--- config.mk ---
export PLATFORM = sky130hd
export DESIGN_NAME = dht_read_scheduler
export DESIGN_NICKNAME = d
export VERILOG_FILES = /design/src/rtl/dht_read_scheduler.sv
export SDC_FILE = /design/constraint.sdc
export NUM_CORES = 1
export LEC_CHECK = 0
export ABC_AREA = 0
export BUFFER_PORTS_ARGS = -buffer_cell sky130_fd_sc_hd__buf_4
export CAP_MARGIN = 40
export CORE_ASPECT_RATIO = 1.25
export CORE_MARGIN = 4
export CORE_UTILIZATION = 50
export CTS_BUF_LIST = sky130_fd_sc_hd__clkbuf_8
export DETAILED_ROUTE_END_ITERATION = 16
export HOLD_SLACK_MARGIN = 0.15
export PLACE_DENSITY = 0.72
export SLEW_MARGIN = 15
export SYNTH_ARGS = -nofsm -noshare
export SYNTH_HDL_FRONTEND = slang
export SYNTH_SLANG_ARGS = --single-unit
--- constraint.sdc ---
create_clock -name i_Clock -period 4.6 [get_ports i_Clock]
set_input_delay 0.23 -clock i_Clock [delete_from_list [all_inputs] [get_ports i_Clock]]
set_output_delay 0.23 -clock i_Clock [all_outputs]
set_load 0.05 [all_outputs]
--- src/rtl/dht_read_scheduler.sv ---
// dht_read_scheduler
// Shares one DHT11 reader among N_REQ requesters using round-robin arbitration.
// A granted requester gets one read. The reader is released from reset only
// while a read is in flight. Each read is bounded by a timeout and is followed
// by a forced idle gap, because the sensor needs recovery time between reads.
//
// Ports:
//   i_Clock      system clock; all logic runs on the rising edge
//   i_Reset      synchronous, active-high reset
//   i_Req        per-requester level request, held until its o_Ack
//   o_Ack        one-hot, single-cycle completion pulse to the served requester
//   o_Data       last successful reading (valid with o_Ack when o_Error=0)
//   o_Error      read failed (sensor error or timeout), qualified by o_Ack
//   o_Timeout    failure was a timeout, qualified by o_Ack
//   o_Grant_Id   index of the requester currently or last granted
//   o_Busy       high whenever the scheduler is not in IDLE
//   o_Dth_Start  reader rst_n; high only while waiting on a read
//   i_Dth_Data   reader data word
//   i_Dth_Done   reader completion flag (level)
//   i_Dth_Error  reader error flag (level)
module dht_read_scheduler #(
  parameter int N_REQ          = 4,
  parameter int MIN_GAP_CYCLES = 100_000_000,
  parameter int TIMEOUT_CYCLES = 50_000_000,
  localparam int ID_W          = $clog2(N_REQ)
) (
  input  logic              i_Clock,
  input  logic              i_Reset,
  input  logic [N_REQ-1:0]  i_Req,
  output logic [N_REQ-1:0]  o_Ack,
  output logic [31:0]       o_Data,
  output logic              o_Error,
  output logic              o_Timeout,
  output logic [ID_W-1:0]   o_Grant_Id,
  output logic              o_Busy,
  output logic              o_Dth_Start,
  input  logic [31:0]       i_Dth_Data,
  input  logic              i_Dth_Done,
  input  logic              i_Dth_Error
);

  localparam int CNT_MAXV = (MIN_GAP_CYCLES > TIMEOUT_CYCLES) ? MIN_GAP_CYCLES : TIMEOUT_CYCLES;
  localparam int CNT_W    = $clog2(CNT_MAXV + 1);

  localparam logic [CNT_W-1:0] CNT_ONE     = CNT_W'(1);
  localparam logic [CNT_W-1:0] CNT_SAT     = {CNT_W{1'b1}};
  localparam logic [CNT_W-1:0] GAP_LOAD    = CNT_W'(MIN_GAP_CYCLES);
  localparam logic [CNT_W-1:0] TO_LIMIT    = CNT_W'(TIMEOUT_CYCLES);
  // The reader raises stale flags while it leaves reset; the first two
  // WAIT cycles (counter values 0 and 1) are not trusted.
  localparam logic [CNT_W-1:0] MASK_CYCLES = CNT_W'(2);
  localparam logic [ID_W-1:0]  ID_ONE      = ID_W'(1);
  localparam logic [N_REQ-1:0] ACK_ONE     = N_REQ'(1);

  typedef enum logic [1:0] {
    ST_GAP  = 2'd0,
    ST_IDLE = 2'd1,
    ST_WAIT = 2'd2,
    ST_DONE = 2'd3
  } state_t;

  state_t             state_r;
  logic [CNT_W-1:0]   gapCount_r;
  logic [CNT_W-1:0]   timeoutCount_r;
  logic [ID_W-1:0]    rrPtr_r;          // where the next search starts

  logic               reqFound_s;
  logic [ID_W-1:0]    reqPick_s;
  logic [ID_W-1:0]    searchIdx_s;
  logic               searchHit_s;
  logic [CNT_W-1:0]   timeoutNext_s;
  logic               flagsLive_s;
  logic [N_REQ-1:0]   ackOneHot_s;

  // Round-robin search: first pending request at or above the pointer, wrapping
  always_comb begin
    reqFound_s  = 1'b0;
    reqPick_s   = rrPtr_r;
    searchIdx_s = rrPtr_r;
    searchHit_s = 1'b0;
    for (int i = 0; i < N_REQ; i++) begin
      searchIdx_s = rrPtr_r + ID_W'(i);  // wraps naturally since N_REQ is a power of two
      searchHit_s = !reqFound_s && i_Req[searchIdx_s];
      reqPick_s   = searchHit_s ? searchIdx_s : reqPick_s;
      reqFound_s  = reqFound_s | searchHit_s;
    end
  end

  // Saturating timeout increment, flag-mask qualifier and ack one-hot decode
  always_comb begin
    timeoutNext_s = (timeoutCount_r == CNT_SAT) ? timeoutCount_r : (timeoutCount_r + CNT_ONE);
    flagsLive_s   = (timeoutCount_r >= MASK_CYCLES);
    ackOneHot_s   = ACK_ONE << o_Grant_Id;
  end

  // Scheduler FSM with all outputs registered
  always_ff @(posedge i_Clock) begin
    if (i_Reset) begin
      state_r        <= ST_GAP;
      gapCount_r     <= GAP_LOAD;
      timeoutCount_r <= '0;
      rrPtr_r        <= '0;
      o_Ack          <= '0;
      o_Data         <= 32'h0000_0000;
      o_Error        <= 1'b0;
      o_Timeout      <= 1'b0;
      o_Grant_Id     <= '0;
      o_Dth_Start    <= 1'b0;
      o_Busy         <= 1'b1;
    end else begin
      o_Ack <= '0;
      case (state_r)
        ST_GAP: begin
          // Leaving on the last counted cycle makes GAP exactly MIN_GAP_CYCLES long
          if (gapCount_r <= CNT_ONE) begin
            gapCount_r <= '0;
            state_r    <= ST_IDLE;
            o_Busy     <= 1'b0;
          end else begin
            gapCount_r <= gapCount_r - CNT_ONE;
          end
        end

        ST_IDLE: begin
          if (reqFound_s) begin
            o_Grant_Id     <= reqPick_s;
            rrPtr_r        <= reqPick_s + ID_ONE;
            timeoutCount_r <= '0;
            o_Dth_Start    <= 1'b1;
            o_Busy         <= 1'b1;
            state_r        <= ST_WAIT;
          end
        end

        ST_WAIT: begin
          timeoutCount_r <= timeoutNext_s;
          // Error has priority over done; timeout only when no flag qualifies
          if (flagsLive_s && i_Dth_Error) begin
            o_Error     <= 1'b1;
            o_Timeout   <= 1'b0;
            o_Ack       <= ackOneHot_s;
            o_Dth_Start <= 1'b0;
            state_r     <= ST_DONE;
          end else if (flagsLive_s && i_Dth_Done) begin
            o_Data      <= i_Dth_Data;
            o_Error     <= 1'b0;
            o_Timeout   <= 1'b0;
            o_Ack       <= ackOneHot_s;
            o_Dth_Start <= 1'b0;
            state_r     <= ST_DONE;
          end else if (timeoutNext_s >= TO_LIMIT) begin
            o_Error     <= 1'b1;
            o_Timeout   <= 1'b1;
            o_Ack       <= ackOneHot_s;
            o_Dth_Start <= 1'b0;
            state_r     <= ST_DONE;
          end
        end

        ST_DONE: begin
          o_Error    <= 1'b0;
          o_Timeout  <= 1'b0;
          gapCount_r <= GAP_LOAD;
          state_r    <= ST_GAP;
        end

        default: begin
          o_Error     <= 1'b0;
          o_Timeout   <= 1'b0;
          o_Dth_Start <= 1'b0;
          o_Busy      <= 1'b1;
          gapCount_r  <= GAP_LOAD;
          state_r     <= ST_GAP;
        end
      endcase
    end
  end

endmodule

After elaboration in Yosys (flattened, before gate mapping) --
Index checks and enable logic that the tools add are counted. W data, S select, Z words.
Word-level totals: register bits after elaboration 100, bits in latches 0, memory bits (writable) 0, bits in read-only memories 0, output and inout bits 42, logic and storage cells 96, memories kept 0
Cells by class: add/sub/neg operators 6, $mul 0, divide/modulo/power cells 0, order comparisons 7, equality and inequality tests 7, shift-type cells 1, multiplexer cells 38, bitwise logic cells 5, reductions and logical operators 21
Operators by type and width (count):
- $pmux W27 S2 | 2
- $mux W27 | 3
- $add A27 B1 Y27 const B | 1
- $eq A27 B27 Y1 const B | 1
- $ge A27 B2 Y1 const B | 1
- $ge A27 B26 Y1 const B | 1
- $le A27 B1 Y1 const B | 1
- $sub A27 B1 Y27 const B | 1
- $mux W2 | 8
- $mux W1 | 13
- $lt A2 B3 Y1 const B | 4
- $mux W4 | 3
- $reduce_and A3 Y1 | 4
- $bmux W1 S2 | 4
- $pmux W1 S2 | 4
- $pmux W2 S4 | 1
- $reduce_bool A2 Y1 | 4
- $reduce_and A2 Y1 | 3
- $logic_and A1 B1 Y1 | 5
- $add A2 B1 Y2 const B | 2
- $add A2 B2 Y2 const B | 2
- $eq A2 B2 Y1 const B | 2
- $ne A2 B2 Y1 const B | 2
- $ne A4 B4 Y1 const B | 1
- 7 further kinds | 12

Depth between registers and ports, before layout --
Gate-level depths: netlist of run 1.
word-level depth 13, mapped depth 12, depth with buffers taken out 10

Worst setup path after synthesis of run 1 --
OpenSTA, ideal clock, no wires.
kind reg2reg, start register timeoutCount_r[18], end register o_Dth_Start, arrival time 2.736 ns, setup slack 1.748 ns, stages on the path, launching flop included 13, period minus slack after synthesis 2.852 ns, cell sequence dfxtp_1 > clkbuf_1 > and4_1 > clkbuf_1 > and3_1 > clkbuf_1 > a211o_4 > nor2_4 > xnor2_1 > or4_4 > o21ai_2 > nand2_2 > a31o_1
On the way: cells in the longest elaborated chain, start to end 5, elaborated cells between the ends (all ways) 12
Ends and longest elaborated chain:
- from (decl) | line 64 | logic [CNT_W-1:0] timeoutCount_r;
- from (signal assigned) | line 136 | timeoutCount_r <= timeoutNext_s;
- $add A27 B1 Y27, or another cell as far along | line 91 | timeoutNext_s = (timeoutCount_r == CNT_SAT) ? timeoutCount_r : (timeoutCount_r + CNT_ONE);
- $mux W27 / $logic_and A1 B1 Y1 (equally long branches) | line 91, 144
- $ge A27 B26 Y1 / $mux W1 (equally long branches) | line 151, 144
- $ne A4 B4 Y1 (no source line) / $mux W1 (equally long branches)
- $reduce_and A3 Y1 (no source line) / $pmux W1 S2 (equally long branches)
- to (signal assigned) | line 108 | o_Dth_Start <= 1'b0;
- to (signal assigned) | line 149 | o_Dth_Start <= 1'b0;
- to (signal assigned) | line 155 | o_Dth_Start <= 1'b0;
- to (decl) | line 36 | output logic o_Dth_Start,
Several ways; a longest one is shown, not always the timed one. A chain may end at the register's enable or synchronous reset.

Worst setup path in the final report of run 1 --
start register timeoutCount_r[8], end register o_Dth_Start
Same word-level chain as after synthesis.

==> flow_summary.yaml, run 1 <==
timing:
  postLayoutSetupSlackWorst_ns: 1.297
  worstMarginPinSlew_ns: 0.8409
  fin_skew_ns: 0.01763
  slew-limit-headroom_pct: 43.57
  finalCritPeriodShare_pct: 71.81
  hold_viol: 0
  fmax_ghz: 0.3027
  timing.setup.tns_ns: 0
  setup_viol: 0
  rsz0062_at_grt: "false"
  drv_slew: 0
  fin_crit_ns: 3.303
finish:
  diodes: 0
  utilization_pct: 63.65
  fin_nets: 793
  drive_above_1_share_pct: 16.82
  synthToLayoutAreaGrowth_pct: 24.30
floorplan:
  core_sq_mm: 0.01016
  die-area_sq_mm: 0.01211
  fp.dieH_microns: 122.0
  rows: 41
  io_pins: 82
  start_util_pct: 51.21
  die_w_microns: 99.23
place:
  pre_cts_ws_ns: 1.354
  routabilityCongestion: 0.9397
  hpwl_microns: 9531
  io_buffers: 81
logic_synthesis:
  yosysTopAreaCell: "dfxtp_1"
  synth-seq-cells: 100
  netlist_instances: 651
  async_flop_share_pct: 0
  synth_area_sq_mm: 0.005201
  synth_top_cells_by_area: "dfxtp_1 (38%), mux2i_1 (6.9%), nor2_1 (6.5%)"
  ys_warn_count: 0
  synth-edff-count: 0
  seq_area_frac_synth_pct: 38.49
  synth_top_flop_cell: "dfxtp_1"
  synth_top_area_share_pct: 38.49
  synth_nets: 700
  syn_avg_cell_area_sq_um: 7.990
  synth_cell_types: 61
clocking:
  numClockSinks: 100
  post_cts_buffers: 0
  path_clk_slew_ns: 0.10
  cts.htree.levels: 3
  clk_path_buf_depth: 2
  cts_tree: "done"
  clk_latency_ns: 0.37
  cts-buffers-inserted: 9
  clock-root-buffer: "clkbuf_8"
critical_path:
  crit_type: "flip-flop to flip-flop"
  startpoint_type: "flip-flop"
  slowest_delay_ns: 0.58
  cp.required_ns: 4.88
  worstPathCellList: "nand4_1 -> or4_4 -> nor3_1 -> a31oi_1 -> or4_4 -> o21ai_2 -> nand2_2 -> a31o_1"
  crit_arrival_ns: 3.58
  cp_max_fo: 10
  critPathCaptureType: "flip-flop"
  cpMaxStageDelayCell: "or4_4"
  cpMostUsedCell: "or4_4"
global_route:
  grtUsageTotal_pct: 23.35
  grt_pass1_wl_microns: 23400
  antenna_found_initial: 0
  grt_max_degree: 78
  grt_overflow: 0
  grt_pass1_vias: 4889
detailed_routing:
  num_vias: 5159
  drcViolationCount: 0
  drtPass1Iterations: 5
  wirelength_microns: 14190
  wire_per_inst_microns: 16.17
  drtAntennaViolNets: 0
  vias_per_cell: 5.876
  drtIter0Drc: 287
job:
  drv_cap: 0
status:
  outcome: "finished clean"
power_and_ir_drop:
  p_leak_nw: 2.599
  powerDensity_mw_per_mm2: 260.3
  peakVddDrop_uv: 190.4
hold_path:
  hold_path_class: "primary input to flip-flop"
[cells by family after synthesis]
| logic type | after synthesis | share of synthesized area, % |
|---|---|---|
| AO/OA/AOI/OAI | 152 | 17.59 |
| XOR/XNOR | 11 | 1.852 |
| adder cells (fa/ha/maj) | 9 | 2.165 |
| buffers and inverters | 58 | 4.619 |
| flip-flops | 100 | 38.49 |
| multiplexers | 36 | 6.928 |
| AND/OR/NAND/NOR | 285 | 28.36 |
[flip-flops by register name, summed over array words and instances (netlist names)]
signal          flops
gapCount_r         27
o_Ack               4
o_Busy              1
o_Data             32
o_Dth_Start         1
o_Error             1
o_Grant_Id          2
o_Timeout           1
rrPtr_r             2
state_r             2
timeoutCount_r     27
[metrics by stage]
stage	hold WS, ns	instances	power [mW]	area [sq um]
after floorplan	0.3739	651	0.9926	5201
after global placement	0.4609	824	1.034	5847
after detailed placement	0.4676	828	1.041	5904
after CTS	0.2392	877	1.695	6457
after global routing	0.2745	878	1.757	6465
final	0.2507	878	1.683	6465
[final timing paths]
| path | startpoint | to | cells past startpoint | slack (ns) |
|---|---|---|---|---|
| setup / recovery | timeoutCount_r[8] | o_Dth_Start | 8 | 1.30 |
| hold reg to reg | gapCount_r[5] | gapCount_r[5] | 2 | 0.49 |
| hold / removal | i_Dth_Error | o_Timeout | 4 | 0.25 |
| setup reg to reg | timeoutCount_r[8] | o_Dth_Start | 8 | 1.30 |
[power breakdown]
| part | switching (mW) | internal (mW) | leakage [nW] |
|---|---|---|---|
| Sequential | 0.0154 | 0.881 | 0.808 |
| Combinational | 0.0744 | 0.0757 | 1.67 |
| Clock | 0.315 | 0.322 | 0.120 |
[worst max-delay path: cells and delay by family (launching register included)]
kind | cells | cell delay, ns
simple gates | 5 | 2.00
flops | 1 | 0.51
compound gates | 3 | 0.69
[placed cells by master, fill, tap and decap left out, types with 4 or more instances in the layout]
cell | netlist | layout
nand4_1 | 13 | 13
a211oi_1 | 5 | 5
a21oi_1 | 59 | 58
nand3_1 | 24 | 24
clkbuf_8 | 0 | 10
mux2i_1 | 36 | 36
or4_1 | 7 | 7
o311ai_0 | 5 | 5
o21ai_0 | 45 | 45
nor4_1 | 22 | 22
nand2_1 | 50 | 50
ha_1 | 9 | 9
nor2_1 | 90 | 90
buf_4 | 2 | 88
dlygate4sd3_1 | 0 | 33
dfxtp_1 | 100 | 100
xnor2_1 | 8 | 8
nor3_1 | 27 | 27
nand3b_1 | 4 | 4
inv_1 | 15 | 17
a311oi_1 | 9 | 9
and3_1 | 7 | 7
or3_1 | 8 | 8
a31oi_1 | 5 | 5
[metal layers]
layer	vias up	routed length (microns)	GRT usage, %
met1	2434	5691	28.22
met4	0	284	8.967
met5	-	0	0
met3	32	592	3.379
met2	130	7624	41.64
li1	2563	-	-
[cell usage after synthesis (3+ instances only)]
cell and instances:
buf_2 4, a311oi_1 9, nor2_1 90, nor3_1 27
nand3b_1 4, clkbuf_1 34, nand4b_1 3, inv_1 15
nand4_1 13, a211oi_1 5, o311ai_0 5, nand3_1 24
dfxtp_1 100, a31oi_1 5, nor3b_1 3, xnor2_1 8
or3_1 8, a21oi_1 59, xor2_1 3, o21ai_0 45
ha_1 9, and3_1 7, nor4_1 22, nand2_1 50
and2_1 3, or4_1 7, nor2b_1 3, mux2i_1 36
o211ai_1 3
[repair_timing]
action	in CTS	in global routing
endpoints found under the hold margin	42	0
hold buffers	33	0
gates resized for setup	0	0
[final cells by class]
class | count | area [sq um]
clock buffer | 10 | 137.6
clock inverter | 6 | 85.08
fill | 864 | 3692
inverter | 15 | 56.30
multi-input combinational | 493 | 2974
sequential | 100 | 2002
tap | 129 | 161.4
timing repair buffer | 125 | 1049
Power figures use the tool's default switching activity.
==> run 2, diff against run 1 <==
clock period = 3.45 ns   (was 4.6 ns; I/O delays follow)
==> run 2 against run 1 <==
Via count grew 1.7%. Routed wire length grew 2.0%. Sequential power grew 33%. Cell area grew 1.1%. Total power grew 26%. Sequential share of layout area shrank 0.34 points. Critical path depth grew 1. Non-clock buffer count grew 13. Final cell count grew 1.6%. Hold slack lost 0.054 ns. Setup slack lost 1.1 ns. Global-route usage grew 0.11 points.
==> flow_summary.yaml, run 2 (synthesis results as in run 1) <==
status:
  outcome: "finished clean"
global_route:
  use_met3_pct: 3.322
  grt_overflow: 0
  gr-max-usage-layer: "met2"
  antenna_found_initial: 1
  use_met2_pct: 42.56
  grt_pass1_vias: 4816
  grt_use_met1_pct: 27.80
  grt_pass1_wl_microns: 23230
  grtUsageTotal_pct: 23.47
  grt_max_degree: 67
critical_path:
  crit_type: "flip-flop to flip-flop"
  cp.required_ns: 3.72
  startpoint_type: "flip-flop"
  crit_arrival_ns: 3.52
  cp_max_fo: 8
  critPathCaptureType: "flip-flop"
detailed_routing:
  drcViolationCount: 0
  vias_per_cell: 5.882
  wirelength_microns: 14470
  num_vias: 5247
  wire_per_inst_microns: 16.22
  drtPass1Iterations: 5
  drtIter0Drc: 291
  drtAntennaViolNets: 0
floorplan:
  die-area_sq_mm: 0.01211
  fp.dieH_microns: 122.0
  core_sq_mm: 0.01016
  rows: 41
  io_pins: 82
  die_w_microns: 99.23
  start_util_pct: 51.21
finish:
  drive_above_1_share_pct: 17.45
  top_regs: "o_Data: 32 flops, gapCount_r: 27 flops, timeoutCount_r: 27 flops"
  synthToLayoutAreaGrowth_pct: 25.67
  mostFrequentLayoutCell: "dfxtp_1"
  largest_register_ffs: 32
  fillers: 832
  regMostFlops: "o_Data"
  fin_area_sq_mm: 0.006536
  final_cells: 892
  fin_nets: 806
  layout_common_cells: "dfxtp_1 (100), buf_4 (95), nor2_1 (90), a21oi_1 (59), nand2_1 (50)"
clocking:
  cts_tree: "done"
  numClockSinks: 100
  clock-root-buffer: "clkbuf_8"
  clk_latency_ns: 0.38
  clk_path_buf_depth: 2
  cts-buffers-inserted: 9
  cts.htree.levels: 3
  post_cts_buffers: 0
  path_clk_slew_ns: 0.10
timing:
  timing.setup.tns_ns: 0
  worstMarginPinSlew_ns: 0.8188
  hold_viol: 0
  slew-limit-headroom_pct: 45.05
  finalCritPeriodShare_pct: 94.12
  fmax_ghz: 0.3080
  fin_crit_ns: 3.247
  drv_slew: 0
  setup_viol: 0
  rsz0062_at_grt: "false"
  fin_skew_ns: 0.01842
hold_path:
  hold_path_class: "primary input to flip-flop"
power_and_ir_drop:
  powerDensity_mw_per_mm2: 323.7
  p_leak_nw: 2.657
  peakVddDrop_uv: 259.7
  fin_total_pwr_mw: 2.116
place:
  io_buffers: 81
  routabilityCongestion: 0.9350
  hpwl_microns: 9640
  place_area_sq_mm: 0.005942
  dp_cells: 834
job:
  drv_cap: 0
-- run 2: worst max-delay path, stage by stage, from the launching register on --
cell	delay [ns]
dfxtp_1	0.50
nand4_1	0.28
or4_4	0.59
a211o_4	0.38
nor2_4	0.10
xnor2_1	0.07
or4_4	0.54
o21ai_2	0.28
nand2_2	0.17
a31o_1	0.25
-- run 2: timing repair --
item	4_1_cts	5_1_grt
hold buffers	41	0
endpoints found under the hold margin	33	0
endpoints found under the setup margin	0	1
resized for setup	0	1
-- run 2: worst paths after layout --
kind	slack (ns)	from	end	cells after the start
min reg2reg	0.49	gapCount_r[14]	gapCount_r[14]	2
max reg2reg	0.20	timeoutCount_r[9]	o_Dth_Start	9
max	0.20	timeoutCount_r[9]	o_Dth_Start	9
min	0.20	i_Dth_Error	o_Timeout	4
-- run 2: per-stage QoR --
step / hold WS (ns) / utilization (%) / setup slack [ns]
finish: 0.1967 / 64.35 / 0.2029
detailed placement: 0.4114 / 58.50 / 0.2484
CTS: 0.1836 / 64.31 / 0.2159
global route: 0.2017 / 64.35 / 0.003916
global placement: 0.4032 / 58.04 / 0.3043
floorplan: 0.3164 / - / 0.5982
-- run 2: layout make-up --
class,instances,area (sq um),share of cell area (%)
multi-input combinational,493,2972,45.46
antenna,1,2.502,0.03828
tap,129,161.4,2.469
clock inverter,7,56.30,0.8614
timing repair buffer,138,1162,17.78
sequential,100,2002,30.63
inverter,15,56.30,0.8614
clock buffer,9,123.9,1.895
-- run 2: routing by layer --
layer	part of all wire (%)	wire (microns)
met3	4.1	587
met5	0	0
met2	54	7796
met4	2.2	323
met1	40	5764
-- run 2: power breakdown --
| group | internal (mW) | switching [mW] |
|---|---|---|
| sequential | 1.17 | 0.0201 |
| combinational | 0.101 | 0.100 |
| clock | 0.274 | 0.445 |
